$ cat config.mk
export PLATFORM = sky130hd
export DESIGN_NAME = imm_ext_stage
export DESIGN_NICKNAME = d
export VERILOG_FILES = /design/src/rtl/imm_ext_stage.sv
export SDC_FILE = /design/constraint.sdc
export NUM_CORES = 1
export LEC_CHECK = 0
export CAP_MARGIN = 30
export CORE_UTILIZATION = 48
export CTS_CLUSTER_SIZE = 28
export DETAILED_ROUTE_END_ITERATION = 10
export PLACE_DENSITY_LB_ADDON = 0.1
export SKIP_CTS_REPAIR_TIMING = 1
export SKIP_LAST_GASP = 1
export SLEW_MARGIN = 0
export SYNTH_ARGS = -nofsm -noshare
export SYNTH_HDL_FRONTEND = slang
export SYNTH_SLANG_ARGS = --single-unit
$ cat constraint.sdc
create_clock -name clk -period 1.46 [get_ports clk]
set_input_delay 0.292 -clock clk [delete_from_list [all_inputs] [get_ports clk]]
set_output_delay 0.292 -clock clk [all_outputs]
set_load 0.01 [all_outputs]
$ cat src/rtl/imm_ext_stage.sv
// rtl/imm_ext_stage.sv - registered immediate-extension stage with 2-entry output buffer
module imm_ext_stage #(
    parameter int IN_W  = 16,
    parameter int OUT_W = 32,
    parameter int TAG_W = 5
) (
    input  logic             clk,
    input  logic             reset_n,
    input  logic             flush,
    input  logic             in_valid,
    output logic             in_ready,
    input  logic [IN_W-1:0]  in_imm,
    input  logic [2:0]       in_op,
    input  logic [TAG_W-1:0] in_tag,
    output logic             out_valid,
    input  logic             out_ready,
    output logic [OUT_W-1:0] out_data,
    output logic [TAG_W-1:0] out_tag,
    output logic             out_illegal
);
    localparam int PAD = OUT_W - IN_W;

    logic [OUT_W-1:0] data_q [2];
    logic [TAG_W-1:0] tag_q  [2];
    logic [1:0]       ill_q;
    logic [1:0]       count_q, count_d;
    logic             head_q, head_d;

    logic             push, pop, wr_idx;
    logic [OUT_W-1:0] sext, ext_data;
    logic             ext_ill;

    assign in_ready  = (count_q != 2'd2);
    assign out_valid = (count_q != 2'd0);
    assign push      = in_valid && in_ready;
    assign pop       = out_valid && out_ready;
    // Tail slot: head when empty, the other slot when one entry is held.
    assign wr_idx    = head_q ^ count_q[0];

    assign sext = {{PAD{in_imm[IN_W-1]}}, in_imm};

    always_comb begin
        ext_data = '0;
        ext_ill  = 1'b0;
        case (in_op)
            3'd0:    ext_data = sext;
            3'd1:    ext_data = {{PAD{1'b0}}, in_imm};
            3'd2:    ext_data = {in_imm, {PAD{1'b0}}};
            3'd3:    ext_data = {sext[OUT_W-3:0], 2'b00};
            default: ext_ill  = 1'b1;
        endcase
    end

    always_comb begin
        count_d = count_q;
        head_d  = head_q;
        if (flush) begin
            count_d = 2'd0;
            head_d  = 1'b0;
        end else begin
            case ({push, pop})
                2'b10:   count_d = count_q + 2'd1;
                2'b01: begin
                    count_d = count_q - 2'd1;
                    head_d  = ~head_q;
                end
                2'b11:   head_d  = ~head_q;
                default: ;
            endcase
        end
    end

    always_ff @(posedge clk or negedge reset_n) begin
        if (!reset_n) begin
            count_q <= 2'd0;
            head_q  <= 1'b0;
            ill_q   <= 2'b00;
            for (int i = 0; i < 2; i++) begin
                data_q[i] <= '0;
                tag_q[i]  <= '0;
            end
        end else begin
            count_q <= count_d;
            head_q  <= head_d;
            if (push && !flush) begin
                data_q[wr_idx] <= ext_data;
                tag_q[wr_idx]  <= in_tag;
                ill_q[wr_idx]  <= ext_ill;
            end
        end
    end

    assign out_data    = data_q[head_q];
    assign out_tag     = tag_q[head_q];
    assign out_illegal = ill_q[head_q];
endmodule

==> impl_results.md <==
* Max-slew violation count at 0
* Area post-placement at 5150 sq um
* Ys Warns at 0
* H-tree depth at 3
* Synth top cells by count: dfrtp_1 (79), mux2_2 (60), mux2_4 (40)
* Count leader, synth: dfrtp_1
* Worst Tran Pin Value at 0.605 ns
* Ratio of cells with drive above 1 in the final layout at between 50 and 60%
* VDD IR-drop max at 0.563 mV
* Sequential share of the synthesized area at 47.7%
* Min cycle time layout at 1.85 ns
* Number of flops mapped to enable cells by yosys at 0
* Post-route setup slack at -0.385 ns
* Number of cells on the critical path at 4
* Worst r2r dst: data_q[52]$_DFFE_PN0P_
* Maximum clock frequency at 542 MHz
* Clock sink count at 79
* Startpoint types: flop
* #FFs+latches synth at 79
* Critical path's top delay family: buffers and inverters
* Core Area at ~8300 sq um
* TritonCTS clock tree: built
* Die Wd at 94.9 microns
* Synth Instances at 316
* Clock Latency Late Sink at 0.36 ns
* R2R Path Start: head_q$_DFFE_PN0P_
* Cell Rows at 33
* Critical path class: flop to output port
* Vias in the first global route at 2,841
* Ys async rst share at 100%
* Tot Pwr at 6.77 mW
* Final ANT Viol Nets at 0
* Crit path largest cell delay at 0.43 ns
* Worst-path clk slew at 0.09 ns
* Pleak at 3.03 nW
* Synth area leaders: dfrtp_1 (48%), mux2_2 (16%), mux2_4 (14%)
* Post-synthesis cell type count at 33
* # setup viols final at 115
* Largest net degree at the start of global routing at 30
* Cell taking the most area after synthesis: dfrtp_1
* Crit share post-route at 126%
* GRT Total Usage at 22.4%
* Flop-to-flop setup slack at -0.38 ns
* Pwr/cell area at 1140 nW/um^2
* Final Hold Fails at 0
* Antenna violations before repair at 0
* Failing checks: setup timing
* Avg Vias per Cell at 5.48
* CP required at 1.17 ns
* Setup_tns at -39.82 ns
* Initial Utilization at 50.0%
* # DRC at 0
* IO buf count at 68
* Mapped Avg Cell Area at 13.1 sq um
* CTS Buffer Depth at 2
* Max Cap Viol at 0
* Critical Path, Cell by Cell: buf_12 > clkbuf_16 > mux2_4 > buf_6
* Setup crit end kind: output port
* Buffer and inverter count on the worst path at 3
* Worst-path fanout max at 8
* GR Overflow Total at 0
* Most used DFF post-synth: dfrtp_1
* Routed len/inst at 20.1 microns
* DRT Pass-1 Iters at 4
* Clock skew at 0.0121 ns
* Nets at roughly 460
* Synth-to-Final Area Change at 42.7%
* Die height at 94.9 microns
* Synthesized cell area at 4150 sq um
* Hold Crit Class: primary input to async pin
* Worst path slowest cell: dfrtp_2
* First-pass GRT wire length at 15,000 microns
* Status: finished, violations left
* Cell area after layout at approximately 5900 sq um
* Starting DRT DRC Count at 73
* GPL Wtd Cong at 0.790
* Arrival time at the worst endpoint at 1.55 ns
* RSZ-0062 raised after global routing: true
* Syn_nets at 345
* Dpl hpwl at 6560 microns
* # IOs at 69
* Num CTS Buffers at 9
* Cells on worst reg2reg path at 7
* Antenna diodes at 0
* Vias at 2,936
* Filler cell count at 556
* Slew headroom at 59.6%
* Util after Layout at 71.3%
* Root Buffer: clkbuf_8
* Area share of the leading cell type in the synthesized netlist at between 40% and 50%
* Post-Route WL at 10,800 microns
* Total die area at 9010 sq um
[sequential cells by signal, indices dropped and copies added (netlist names)]
name     flops
count_q      2
data_q      64
head_q       1
ill_q        2
tag_q       10
[cell type report]
type                    instances  area (sq um)  area share [%]
inverters                       6          22.5           0.381
repair buffers                124          1420            24.0
clock inverters                 6          46.3           0.782
well taps                     105           131            2.22
multi-input cells             206          2180            36.8
clock buffers                  10           138            2.33
flip-flops and latches         79          1980            33.5
[worst max path at each step]
| stage | to | slack (ns) | start |
|---|---|---|---|
| after floorplan | data_q[39]$_DFFE_PN0P_ | -0.07 | head_q$_DFFE_PN0P_ |
| after global placement | data_q[22]$_DFFE_PN0P_ | -0.64 | in_op[0] |
| after detailed placement | data_q[59]$_DFFE_PN0P_ | -0.65 | in_op[0] |
| after CTS | out_data[17] | -0.74 | head_q$_DFFE_PN0P_ |
| after global routing | data_q[39]$_DFFE_PN0P_ | -0.42 | head_q$_DFFE_PN0P_ |
| final | out_data[17] | -0.39 | head_q$_DFFE_PN0P_ |
[report_power, final]
part | switching (mW) | internal, mW
clock network | 0.858 | 0.669
registers | 0.260 | 2.65
logic | 0.843 | 1.49
total | 1.96 | 4.81
[cell families after synthesis]
| logic type | after synthesis | synth area share (%) |
|---|---|---|
| multiplexers | 110 | 33.4 |
| flip-flops | 79 | 47.7 |
| AND/OR/NAND/NOR | 51 | 7.36 |
| AO/OA/AOI/OAI | 43 | 6.82 |
| buffers and inverters | 31 | 4.28 |
| XOR/XNOR | 2 | 0.423 |
[worst register-to-register path: stages (launching register included)]
cell       delay, ns
dfrtp_2         0.43
buf_12          0.16
clkbuf_16       0.17
and2_4          0.14
o21a_4          0.24
clkbuf_16       0.17
buf_8           0.13
mux2_4          0.29
[placed cells by master, fill, tap and decap left out, drive strengths merged, types with 5 or more instances in the layout]
cell type,count
a21oi,17
buf,59
nor3b,5
nor2,5
dfrtp,79
clkbuf,31
clkdlybuf4s50,26
nand2b,14
o21ai,7
mux2,108
dlymetal6s2s,17
nand3,14
inv,6
a22o,14
[layer usage]
metal	routed length [microns]	track usage (%)	vias to the layer above	share of wire [%]
li1	-	-	1350	-
met1	5160	31.3	1512	48
met2	5150	34.7	60	48
met3	309	3.62	14	2.9
met4	166	9.09	0	1.5
met5	0	0	-	0
[stage by stage]
step           hold slack [ns]  cells  setup WS (ns)
2_1_floorplan         -0.00359    316        -0.0736
3_3_place_gp             0.246    494         -0.642
3_5_place_dp             0.241    494         -0.646
4_1_cts                 -0.144    510         -0.735
5_1_grt                  0.409    536         -0.423
6_report                 0.393    536         -0.385
No activity file was read; power rests on OpenSTA's default activity.
